### src/rtl/gol_engine_pkg.sv
// Shared types and index helpers for the Game-of-Life engine.
package gol_engine_pkg;

    typedef enum logic {
        GOL_S_HALT = 1'b0,
        GOL_S_RUN  = 1'b1
    } gol_state_e;

    localparam int GOL_NB_N = 8;

    function automatic int cell_idx(input int r, input int c, input int w);
        return r * w + c;
    endfunction

    // Maps -1..n onto 0..n-1 for toroidal neighbour lookup.
    function automatic int wrap_idx(input int v, input int n);
        return (v + n) % n;
    endfunction

endpackage

### src/rtl/gol_cell_next.sv
// One cell's next state from itself and its eight neighbours.
module gol_cell_next
    import gol_engine_pkg::*;
(
    input  logic                i_self,
    input  logic [GOL_NB_N-1:0] i_nb,
    output logic                o_next
);

    logic [3:0] w_cnt;

    always_comb begin
        w_cnt = '0;
        for (int i = 0; i < GOL_NB_N; i++) begin
            w_cnt = w_cnt + {3'b000, i_nb[i]};
        end
    end

    assign o_next = (w_cnt == 4'd3) || (i_self && (w_cnt == 4'd2));

endmodule

### src/rtl/gol_engine.sv
// Parametrised W x H Game-of-Life engine with run/halt/step/load control.
// Define GOL_TORUS_EN for toroidal edges; otherwise off-grid cells are dead.
module gol_engine
    import gol_engine_pkg::*;
#(
    parameter int             W           = 8,
    parameter int             H           = 8,
    parameter int             TICK_DIV    = 2000000,
    parameter int             GEN_W       = 16,
    parameter logic [W*H-1:0] INIT        = '0,
    parameter int             STOP_STABLE = 1
) (
    input  logic             i_clk,
    input  logic             i_reset,
    input  logic             i_run,
    input  logic             i_step,
    input  logic             i_load,
    input  logic [W*H-1:0]   i_pattern,
    output logic [W*H-1:0]   o_cells,
    output logic [GEN_W-1:0] o_gen,
    output logic             o_tick,
    output logic             o_stable,
    output logic             o_empty,
    output logic             o_state
);

    localparam int             CNT_W    = (TICK_DIV > 1) ? $clog2(TICK_DIV) : 1;
    localparam logic [CNT_W-1:0] CNT_LAST = CNT_W'(TICK_DIV - 1);

    logic [W*H-1:0]   r_cells;
    logic [GEN_W-1:0] r_gen;
    logic [CNT_W-1:0] r_cnt;
    logic             r_tick;
    logic             r_hold;
    gol_state_e       r_state;

    logic [W*H-1:0]   w_next;
    logic [CNT_W-1:0] w_cnt_nxt;
    logic             w_advance;
    logic             w_hold_nxt;
    logic             w_stable;
    gol_state_e       w_state_nxt;

    genvar gr, gc, gk;
    generate
        for (gr = 0; gr < H; gr++) begin : g_row
            for (gc = 0; gc < W; gc++) begin : g_col
                // Neighbourhood laid out row-major, index 4 is the cell itself.
                logic [8:0] w_nbhd;
                for (gk = 0; gk < 9; gk++) begin : g_nb
                    localparam int RR = gr + gk / 3 - 1;
                    localparam int CC = gc + gk % 3 - 1;
`ifdef GOL_TORUS_EN
                    localparam int IDX = cell_idx(wrap_idx(RR, H), wrap_idx(CC, W), W);
                    assign w_nbhd[gk] = r_cells[IDX];
`else
                    if (RR >= 0 && RR < H && CC >= 0 && CC < W) begin : g_in
                        localparam int IDX = cell_idx(RR, CC, W);
                        assign w_nbhd[gk] = r_cells[IDX];
                    end else begin : g_out
                        assign w_nbhd[gk] = 1'b0;
                    end
`endif
                end
                gol_cell_next u_cell (
                    .i_self (w_nbhd[4]),
                    .i_nb   ({w_nbhd[8:5], w_nbhd[3:0]}),
                    .o_next (w_next[gr*W+gc])
                );
            end
        end
    endgenerate

    assign w_stable = (w_next == r_cells);

    // r_hold keeps an auto-stopped engine halted until i_run is released.
    always_comb begin
        w_state_nxt = r_state;
        w_cnt_nxt   = r_cnt;
        w_advance   = 1'b0;
        w_hold_nxt  = r_hold & i_run;
        if (i_load) begin
            w_cnt_nxt = '0;
        end else begin
            case (r_state)
                GOL_S_HALT: begin
                    if (i_run && !r_hold) begin
                        w_state_nxt = GOL_S_RUN;
                        w_cnt_nxt   = '0;
                    end else if (i_step) begin
                        w_advance = 1'b1;
                    end
                end
                GOL_S_RUN: begin
                    if (!i_run) begin
                        w_state_nxt = GOL_S_HALT;
                        w_cnt_nxt   = '0;
                    end else if (r_cnt == CNT_LAST) begin
                        w_advance = 1'b1;
                        w_cnt_nxt = '0;
                        if (STOP_STABLE != 0 && w_stable) begin
                            w_state_nxt = GOL_S_HALT;
                            w_hold_nxt  = 1'b1;
                        end
                    end else begin
                        w_cnt_nxt = r_cnt + 1'b1;
                    end
                end
                default: w_state_nxt = GOL_S_HALT;
            endcase
        end
    end

    always_ff @(posedge i_clk or posedge i_reset) begin
        if (i_reset) begin
            r_state <= GOL_S_HALT;
            r_cnt   <= '0;
            r_hold  <= 1'b0;
            r_tick  <= 1'b0;
        end else begin
            r_state <= w_state_nxt;
            r_cnt   <= w_cnt_nxt;
            r_hold  <= w_hold_nxt;
            r_tick  <= w_advance;
        end
    end

    always_ff @(posedge i_clk or posedge i_reset) begin
        if (i_reset) begin
            r_cells <= INIT;
            r_gen   <= '0;
        end else if (i_load) begin
            r_cells <= i_pattern;
            r_gen   <= '0;
        end else if (w_advance) begin
            r_cells <= w_next;
            r_gen   <= r_gen + 1'b1;
        end
    end

    assign o_cells  = r_cells;
    assign o_gen    = r_gen;
    assign o_tick   = r_tick;
    assign o_stable = w_stable;
    assign o_empty  = (r_cells == '0);
    assign o_state  = r_state;

endmodule

### config.mk
export PLATFORM = sky130hd
export DESIGN_NAME = gol_engine
export DESIGN_NICKNAME = d
export VERILOG_FILES = /design/src/rtl/gol_engine_pkg.sv /design/src/rtl/gol_cell_next.sv /design/src/rtl/gol_engine.sv
export SDC_FILE = /design/constraint.sdc
export NUM_CORES = 1
export LEC_CHECK = 0
export ABC_CLOCK_PERIOD_IN_PS = 15420
export CORE_ASPECT_RATIO = 2
export CORE_MARGIN = 2
export CORE_UTILIZATION = 65
export CTS_CLUSTER_DIAMETER = 60
export DETAILED_ROUTE_END_ITERATION = 10
export PLACE_DENSITY = 0.88
export SKIP_CTS_REPAIR_TIMING = 1
export SKIP_LAST_GASP = 1
export SYNTH_ARGS = -nofsm -noshare
export SYNTH_HDL_FRONTEND = slang
export SYNTH_SLANG_ARGS = --single-unit
### constraint.sdc
create_clock -name i_clk -period 15.42 [get_ports i_clk]
set_input_delay 4.626 -clock i_clk [delete_from_list [all_inputs] [get_ports i_clk]]
set_output_delay 4.626 -clock i_clk [all_outputs]
set_load 0.02 [all_outputs]
# [After elaboration in Yosys (flattened, before gate mapping)]
# Cells that the tools add are included.
[word_totals] regBits=104 inputBits=69 out_inout_bits=84 word_cells=647
[op_classes] add_sub_neg=351 n_eq_ne=131 mux=25 n_bitwise=2 reduce_logical=132
[ops] operator="$add 4x1->4" count=292
[ops] operator="$eq 4x2->1 const B" count=128
[ops] operator="$mux 64" count=2
[ops] operator="$add 1x1->2" count=57
[ops] operator="$mux 21" count=4
[ops] operator="$logic_and 1x1->1" count=65
[ops] operator="$eq 64x64->1" count=1
[ops] operator="$logic_not 64->1" count=1
[ops] operator="$logic_or 1x1->1" count=64
[ops] operator="$pmux 21 s2" count=1
[ops] operator="$mux 16" count=2
[ops] operator="$add 21x1->21 const B" count=1
[ops] operator="$eq 21x21->1 const B" count=1
[ops] operator="$add 16x1->16 const B" count=1
[ops] operator="$mux 1" count=14
[ops] operator="$pmux 1 s2" count=2
[ops] operator="$ne 3x3->1 const B" count=1
[ops] operator="$reduce_bool 2->1" count=1
[ops] operator="$and 1x1->1" count=1
[ops] operator="$logic_not 1->1" count=1
[ops] operator="$not 1->1" count=1

# [Depth between registers and ports, before layout]
# Gate-level depths: netlist (run 1).
[logic_depth] ltp_word=16 depth_mapped=17 mapped_depth_nobuf=17

# [By module]
# From an unflattened synthesis (run 1), not the netlist that was laid out.
[hier_totals] hier_cells=2088 hier_area_um2=18200.0
[modules_own_cells] module="gol_cell_next (g_row[0].g_col[0].u_cell ...)" instances=32 cells_each=23 area_per_inst_um2=200.2 seq_area_each_um2=0.0
[modules_own_cells] module="gol_cell_next (g_row[1].g_col[2].u_cell ...)" instances=32 cells_each=23 area_per_inst_um2=185.2 seq_area_each_um2=0.0
[modules_own_cells] module="gol_engine" instances=1 cells_each=616 area_per_inst_um2=5868.1 seq_area_each_um2=2602.5

# [Worst setup path after synthesis (run 1)]
# No wires, ideal clock.
[synth_path] kind="reg-to-output" start="register r_cells[33] (netlist: o_cells[33])" end="output port o_stable" arrival_time_ps=4436 slack_ps=6358 stages_incl_launch_ff=16 path_buffers=0 cell_sequence="dfrtp_1 -> inv_1 -> ha_1 -> inv_1 -> fa_1 -> fa_1 -> inv_1 -> fa_1 -> inv_1 -> fa_1 -> or3b_2 -> a32o_1 -> nor4_1 -> nand4_1 -> and4b_1 -> and3_1"
[synth_between] elab_chain_cells=11 elab_cells_between_ends=66 classes_between="add/sub: 31; eq/ne: 17; reduce/logical: 18"
[synth_rtl] element="start: declaration" line="gol_engine.sv:30" rtl="logic [W*H-1:0] r_cells;"
[synth_rtl] element="start signal: assignment" line="gol_engine.sv:133" rtl="r_cells <= i_pattern;"
[synth_rtl] element="start signal: assignment" line="gol_engine.sv:136" rtl="r_cells <= w_next;"
[synth_rtl] element="$add 1x1->2" line="gol_cell_next.sv:15" rtl="w_cnt = w_cnt + {3'b000, i_nb[i]};"
[synth_rtl] element="$add 4x1->4 (6 in a row)" line="gol_cell_next.sv:15"
[synth_rtl] element="$eq 4x2->1" line="gol_cell_next.sv:19" rtl="assign o_next = (w_cnt == 4'd3) || (i_self && (w_cnt == 4'd2));"
[synth_rtl] element="$logic_and 1x1->1" line="gol_cell_next.sv:19"
[synth_rtl] element="$logic_or 1x1->1" line="gol_cell_next.sv:19"
[synth_rtl] element="$eq 64x64->1 (*)" line="gol_engine.sv:74" rtl="assign w_stable = (w_next == r_cells);"
[synth_rtl] element="end: declaration" line="gol_engine.sv:22" rtl="output logic o_stable,"
# Mark *: on every way between the ends. The rest lies on a longest branch, timed or not.

# [Worst setup path after layout (run 1)]
[layout_path] start="register r_cells[2] (netlist: o_cells[2])" end="output port o_stable"
# Same word-level chain as after synthesis.

==> metrics.csv, run 1 <==
stage;metric;value;unit
outcome;outcome;completed;
critical_path;crit_start;o_cells[2];
die;start_util;66.3;%
clock_tree;h-tree-depth;3;
synthesis;synthFlopType;dfrtp_1;
die;die_h;225;µm
clock_tree;clkLatencyLatePin;0.41;ns
critical_path;crit_path_end_kind;output port;
critical_path;worstReg2RegStart;o_cells[2];
grt;grt_antenna_before_repair;1;
critical_path;reg2reg_to;o_state;
synthesis;synth-compound-area-share;13.3;%
drt;routed_wl;51300;µm
timing;worstMarginPinSlew;1.38;ns
synthesis;synth-edff-count;0;
timing;rsz0062_at_grt;false;
synthesis;ys_top_cells_by_count;364 x inv_1, 196 x fa_1, 191 x ha_1;
grt;grt_usage;41.3;%
clock_tree;numCtsBuffers;9;
pwr;sw_frac_of_total;55.8;%
critical_path;path_class;flop to output port;
cells_and_area;nets;2302;
drt;wl_per_cell;24.0;µm
cells_and_area;diodes;0;
timing;slew_viol_final;0;
synthesis;synthAdderAreaFrac;39.8;%
pwr;combinationalPowerShare;82.1;%
placed_design;port_buffers;152;
synthesis;synth_top_area_share;24.7;%
die;core;23900;µm²
critical_path;reg2reg_depth;17;
synthesis;yosys.cell_types.count;64;
pwr;p_sw;2090;µW
die;io_pins;153;
synthesis;avgSynthCellArea;8.91;µm²
critical_path;startpoint_type;flop;
grt;grt_busiest_layer;met2;
critical_path;cp.required;10.79;ns
clock_tree;cts_sinks;104;
synthesis;yosys.area_share.simple;15.4;%
synthesis;synthArstFlopShare;100;%
drt;drc_errors;0;
placed_design;gp_congestion;1.06;
timing;final-hold-violation-count;0;
drt;drt_iter0_markers;1000;
cells_and_area;final_area;17400;µm²
timing;max_freq;87.9;MHz
cells_and_area;drive_gt1_share;2.32;%
placed_design;dp_hpwl;41600;µm
critical_path;crit_path_end;o_stable;
synthesis;synth_xor_xnor_area_share;1.32;%
timing;setup_viol;0;
synthesis;synth_top_family_by_area;adder cells;
clock_tree;clock_path_buffers;2;
timing;hold_ws;0.523;ns
cells_and_area;final_core_util;72.9;%
die;dieArea;25700;µm²
grt;first_global_vias;14400;
critical_path;path_cells;inv_1, ha_1, inv_1, fa_1, fa_1, inv_1, fa_1, inv_1, fa_1, nor3b_1, nand3_1, nand4_1, a2111oi_0, nand4_1, nor4_1, and3_1, clkdlybuf4s50_1;
grt;use_met1;42.6;%
pwr;pwr_density_cell;215;nW/µm²
pwr;internal-power;1650;µW
synthesis;ys_ff_latch;104;
pwr;power;3750;µW
pwr;pwr-share-seq;11.3;%
synthesis;synth_area;15900;µm²
grt;grt_use_met2;72.2;%
cells_and_area;syn2layout_area_growth;9.97;%
pwr;leakagePower;0.00865;µW
clock_tree;cts_tree;built;
critical_path;slowest_stage;a2111oi_0;
drt;vias_per_cell;6.31;
synthesis;ys_warn_count;0;
critical_path;max_stage_delay;0.98;ns
synthesis;syn_nets;2236;
timing;finalCritPeriodShare;73.8;%
die;dieWidth;114;µm
synthesis;muxShareOfSynthArea;1.11;%
die;num_rows;80;
flow_run;max_cap_violations;0;
worst_hold_path;hp-class;flop to flop;
timing;finClkSkew;0.0220;ns
synthesis;syn_inst;1780;
critical_path;arrival;6.76;ns
pwr;p_clk_share;6.6;%
clock_tree;cts_root_buf;clkbuf_16;
synthesis;ys_seq_area_share;16.4;%
synthesis;synth_top_cell_by_area;fa_1;
pwr;ir_drop;0.133;mV
synthesis;synth_area_leaders;fa_1 25%, dfrtp_1 16%, ha_1 15%, inv_1 8.6%, a21oi_1 3.2%;
timing;tns;0;ns
critical_path;worstPathMaxFanout;7;
timing;period_needed;11.38;ns
placed_design;placed_cell_area;17200;µm²
drt;vias;13500;
drt;ant_nets;0;
synthesis;yosysMostFrequentCell;inv_1;
drt;drt_pass1_iterations;7;
clock_tree;clkTransAtPathRegs;0.09;ns
critical_path;r2r_slack;9.24;ns
grt;grt_overflow;0;
grt;grt_max_degree;79;
grt;grt_use_met3;7.18;%
timing;maxSlewHeadroom;6.53;%
grt;grt_pass1_wl;79100;µm
state kept, by name (all words and copies together), names as in the netlist:
name     flops
o_cells     64
o_tick       1
o_state      1
r_hold       1
o_gen       16
r_cnt       21
worst min path at each step:
stage,start,end,slack (ns),depth (start not counted)
6_report,r_cnt[18],r_cnt[18],0.52,1
5_1_grt,r_cnt[18],r_cnt[18],0.55,1
4_1_cts,r_cnt[18],r_cnt[18],0.52,1
3_5_place_dp,r_cnt[18],r_cnt[18],0.50,1
3_3_place_gp,r_cnt[18],r_cnt[18],0.49,1
2_1_floorplan,r_cnt[17],r_cnt[17],0.47,1
kinds of logic (layout without fill, tap and decap cells):
| group | count (synthesis) | in the layout |
|---|---|---|
| flip-flops | 104 | 104 |
| XOR/XNOR | 24 | 24 |
| adder cells (fa/ha/maj) | 387 | 387 |
| multiplexers | 17 | 17 |
| AND/OR/NAND/NOR | 458 | 458 |
| AO/OA/AOI/OAI | 324 | 324 |
| buffers and inverters | 466 | 537 |
layout make-up:
class | instances | area (µm²)
clock buffer | 9 | 225
inverter | 364 | 1370
multi-input combinational | 1210 | 11300
clock inverter | 7 | 62.6
tap | 287 | 359
sequential | 104 | 2600
fill | 1795 | 6480
timing repair buffer | 157 | 1560
cell usage in the layout (no fill, tap or decap), types with 11 or more instances in the layout:
master / Yosys / final
inv_1: 364 / 363
a211oi_1: 37 / 37
clkdlybuf4s50_1: 0 / 151
nor3_1: 11 / 11
dfrtp_1: 104 / 104
nor2b_1: 27 / 27
nand2_1: 110 / 110
mux2i_1: 12 / 12
o21ai_0: 42 / 42
nand2b_1: 30 / 30
a31oi_1: 14 / 13
nor3b_1: 36 / 36
xor2_1: 15 / 15
nor4_1: 14 / 14
a21oi_1: 103 / 103
o31ai_1: 36 / 36
fa_1: 196 / 196
nand4_1: 24 / 24
a21o_1: 35 / 35
ha_1: 191 / 191
and3_1: 15 / 15
nand3_1: 37 / 37
nor2_1: 104 / 104
per-layer routing:
| metal | vias to the layer above | wire length, µm |
|---|---|---|
| met2 | 561 | 26400 |
| met4 | 2 | 5110 |
| li1 | 5974 | - |
| met1 | 6718 | 17200 |
| met5 | - | 11 |
| met3 | 238 | 2650 |
worst max-delay path, delay by kind of cell, from the launching register on:
kind / cells / cell delay [ns]
AOI/OAI and AO/OA: 1 / 0.98
and+or+nand+nor: 6 / 1.80
buffers and inverters: 5 / 1.01
DFF: 1 / 0.56
adders and majority gates: 5 / 2.01
power groups by stage:
stage               clock network, µW  registers [µW]  logic (µW)
floorplan                           0             381        2110
global placement                    0             423        2880
detailed placement                  0             426        2990
CTS                               249             420        3010
global route                      254             430        3390
finish                            247             423        3080
through the flow:
stage	cells	setup WS, ns
global placement	2122	4.59
CTS	2138	4.13
global route	2138	4.04
finish	2138	4.04
detailed placement	2122	4.60
floorplan	1780	6.36
(Power assumes the default switching activity.)
==> run 2: changes to the inputs <==
- ABC_CLOCK_PERIOD_IN_PS: 15420 -> 10600
- CORE_UTILIZATION: 65 -> 60
- PLACE_DENSITY: 0.88 -> 0.82
- clock period: 15.42 -> 10.6 ns (I/O delays scaled with it)
==> run 2 against run 1 <==
  * Non-clock buffer count is 1 higher
  * Global-route usage is 3.7 points lower
  * Design area rose by 0.61%
  * Via count down 1.5%
  * Sequential power is 46% higher
  * Critical path depth unchanged
  * Clock skew decreased by 0.010 ns
  * Routed wire length is 2.0% lower
  * Register-to-register slack lost 4.7 ns
  * Utilization down 5.9 points
  * Count of clock-buffer cells in the layout increased by 1
  * Clock power increased by 53%
==> metrics.csv, run 2 (synthesis results as in run 1) <==
stage;metric;value;unit;change
outcome;outcome;completed;;
die;io_pins;153;;unchanged
timing;finClkSkew;0.0117;ns;-0.0103 ns
timing;rsz0062_at_grt;false;;
flow_run;max_cap_violations;0;;unchanged
critical_path;arrival;6.65;ns;-0.11 ns
clock_tree;numCtsBuffers;9;;unchanged
grt;grt_overflow;0;;unchanged
clock_tree;cts_tree;built;;
die;num_rows;84;;+5.0%
timing;period_needed;9.83;ns;
placed_design;gp_congestion;1.02;;-4.3%
timing;finalCritPeriodShare;92.8;%;
grt;grt_usage;37.6;%;-3.7 points
clock_tree;clkTransAtPathRegs;0.08;ns;about the same
drt;ant_nets;0;;unchanged
pwr;leakagePower;0.00865;µW;about the same
timing;final-hold-violation-count;0;;unchanged
critical_path;critPathTopFamily;adder cells;;
critical_path;worstPathMaxFanout;7;;unchanged
drt;drc_errors;0;;unchanged
critical_path;max_stage_delay;1.06;ns;+0.08 ns
drt;wl_per_cell;22.9;µm;-4.6%
die;dieWidth;119;µm;+3.9%
die;die_h;234;µm;+4.0%
clock_tree;clkLatencyLatePin;0.39;ns;-0.02 ns
cells_and_area;final_common_cell;inv_1;;
grt;grt_max_degree;62;;-22%
pwr;ir_drop;0.164;mV;+23%
clock_tree;h-tree-depth;3;;unchanged
drt;vias;13300;;-1.5%
clock_tree;clock_path_buffers;2;;unchanged
critical_path;startpoint_type;flop;;
clock_tree;cts_root_buf;clkbuf_16;;
critical_path;path_buf_inv;5;;unchanged
timing;worstMarginPinSlew;1.27;ns;-0.113 ns
timing;setup_viol;0;;unchanged
timing;slew_viol_final;0;;unchanged
critical_path;cp.required;7.42;ns;-3.37 ns
pwr;power;5450;µW;+45%
grt;first_global_vias;14100;;-2.3%
placed_design;port_buffers;152;;unchanged
drt;drt_pass1_iterations;5;;-2
critical_path;slowest_stage;a2111oi_0;;
worst_hold_path;hp-class;flop to flop;;
timing;tns;0;ns;unchanged
cells_and_area;syn2layout_area_growth;10.6;%;
drt;vias_per_cell;6.05;;-4.2%
timing;max_freq;102;MHz;
grt;grt_pass1_wl;78700;µm;-0.52%
pwr;combinationalPowerShare;81.8;%;-0.3 points
critical_path;path_cells;inv_1, ha_1, inv_1, fa_1, fa_1, inv_1, fa_1, inv_1, fa_1, nor3b_1, nand3_1, nand4_1, a2111oi_0, nand4_1, nor4_1, and3_1, clkdlybuf4s50_1;;
pwr;p_clk_share;6.9;%;+0.3 points
timing;maxSlewHeadroom;14.2;%;+7.6 points
pwr;internal-power;2430;µW;+47%
die;start_util;60.6;%;-5.7 points
pwr;pwr_density_cell;310;nW/µm²;+45%
placed_design;dp_hpwl;41500;µm;-0.29%
clock_tree;cts_sinks;104;;unchanged
cells_and_area;largest_register_ffs;64;;unchanged
critical_path;path_class;flop to output port;;
drt;drt_iter0_markers;920;;-8.0%
die;core;26200;µm²;+9.4%
pwr;sw_frac_of_total;55.4;%;-0.48 points
cells_and_area;final_cell_mix;363 x inv_1, 196 x fa_1, 191 x ha_1;;
pwr;p_sw;3020;µW;+44%
critical_path;crit_path_end_kind;output port;;
cells_and_area;nets;2303;;+0.043%
drt;routed_wl;50300;µm;-2.0%
die;dieArea;27800;µm²;+8.1%
cells_and_area;final_core_util;67.1;%;-5.9 points
cells_and_area;drive_gt1_share;2.38;%;+0.053 points
grt;grt_antenna_before_repair;1;;unchanged
pwr;pwr-share-seq;11.3;%;about the same
## run 2: through the flow
step	setup WS [ns]	instances	area [µm²]	hold slack [ns]
final	0.766	2197	17600	0.517
after global routing	0.633	2196	17600	0.559
after global placement	1.45	2180	17200	0.492
after CTS	0.887	2196	17600	0.518
after floorplan	2.98	1780	15900	0.468
after detailed placement	1.33	2180	17200	0.503
## run 2: worst register-to-register path: stages (launching register included)
cell and delay [ns]:
dfrtp_1 0.54, inv_1 0.21, ha_1 0.32, inv_1 0.05
fa_1 0.54, fa_1 0.42, inv_1 0.08, fa_1 0.18
inv_1 0.06, fa_1 0.50, nor3b_1 0.07, nand3_1 0.23
nand4_1 0.23, a2111oi_0 1.06, nand4_1 0.18, nor4_1 0.69
a41oi_1 0.23, a211o_1 0.32
## run 2: per-layer routing
metal  wire, µm  track usage (%)  vias up
met5          0                0        -
met4       5310             31.9        0
met3       2700             5.57      206
met2      25400             66.0      547
met1      16900             39.3     6557
li1           -                -     5976
## run 2: final timing paths
kind                                 start          end  slack [ns]  depth (start not counted)
worst max-delay path            o_cells[2]     o_stable        0.77                         17
worst min-delay path             r_cnt[18]    r_cnt[18]        0.52                          1
worst max register to register  o_cells[2]      o_state        4.57                         17
worst min register to register   r_cnt[18]    r_cnt[18]        0.52                          1
max in group asynchronous          i_reset  o_cells[24]        6.08                          3
min in group asynchronous          i_reset  o_cells[52]        3.22                          2
## run 2: power groups by stage
stage                     combinational (µW)  clock [µW]  sequential [µW]
after CTS                               4380         381              612
after global placement                  4190           0              618
final                                   4450         378              616
after detailed placement                4350           0              620
after floorplan                         3070           0              554
after global routing                    4930         398              627
## run 2: cell type report
| type | count | area, µm² |
|---|---|---|
| antenna | 1 | 2.50 |
| clock buffer | 10 | 239 |
| clock inverter | 6 | 73.8 |
| fill | 2146 | 8620 |
| inverter | 364 | 1370 |
| multi-input combinational | 1210 | 11300 |
| sequential | 104 | 2600 |
| tap | 344 | 430 |
| timing repair buffer | 158 | 1560 |
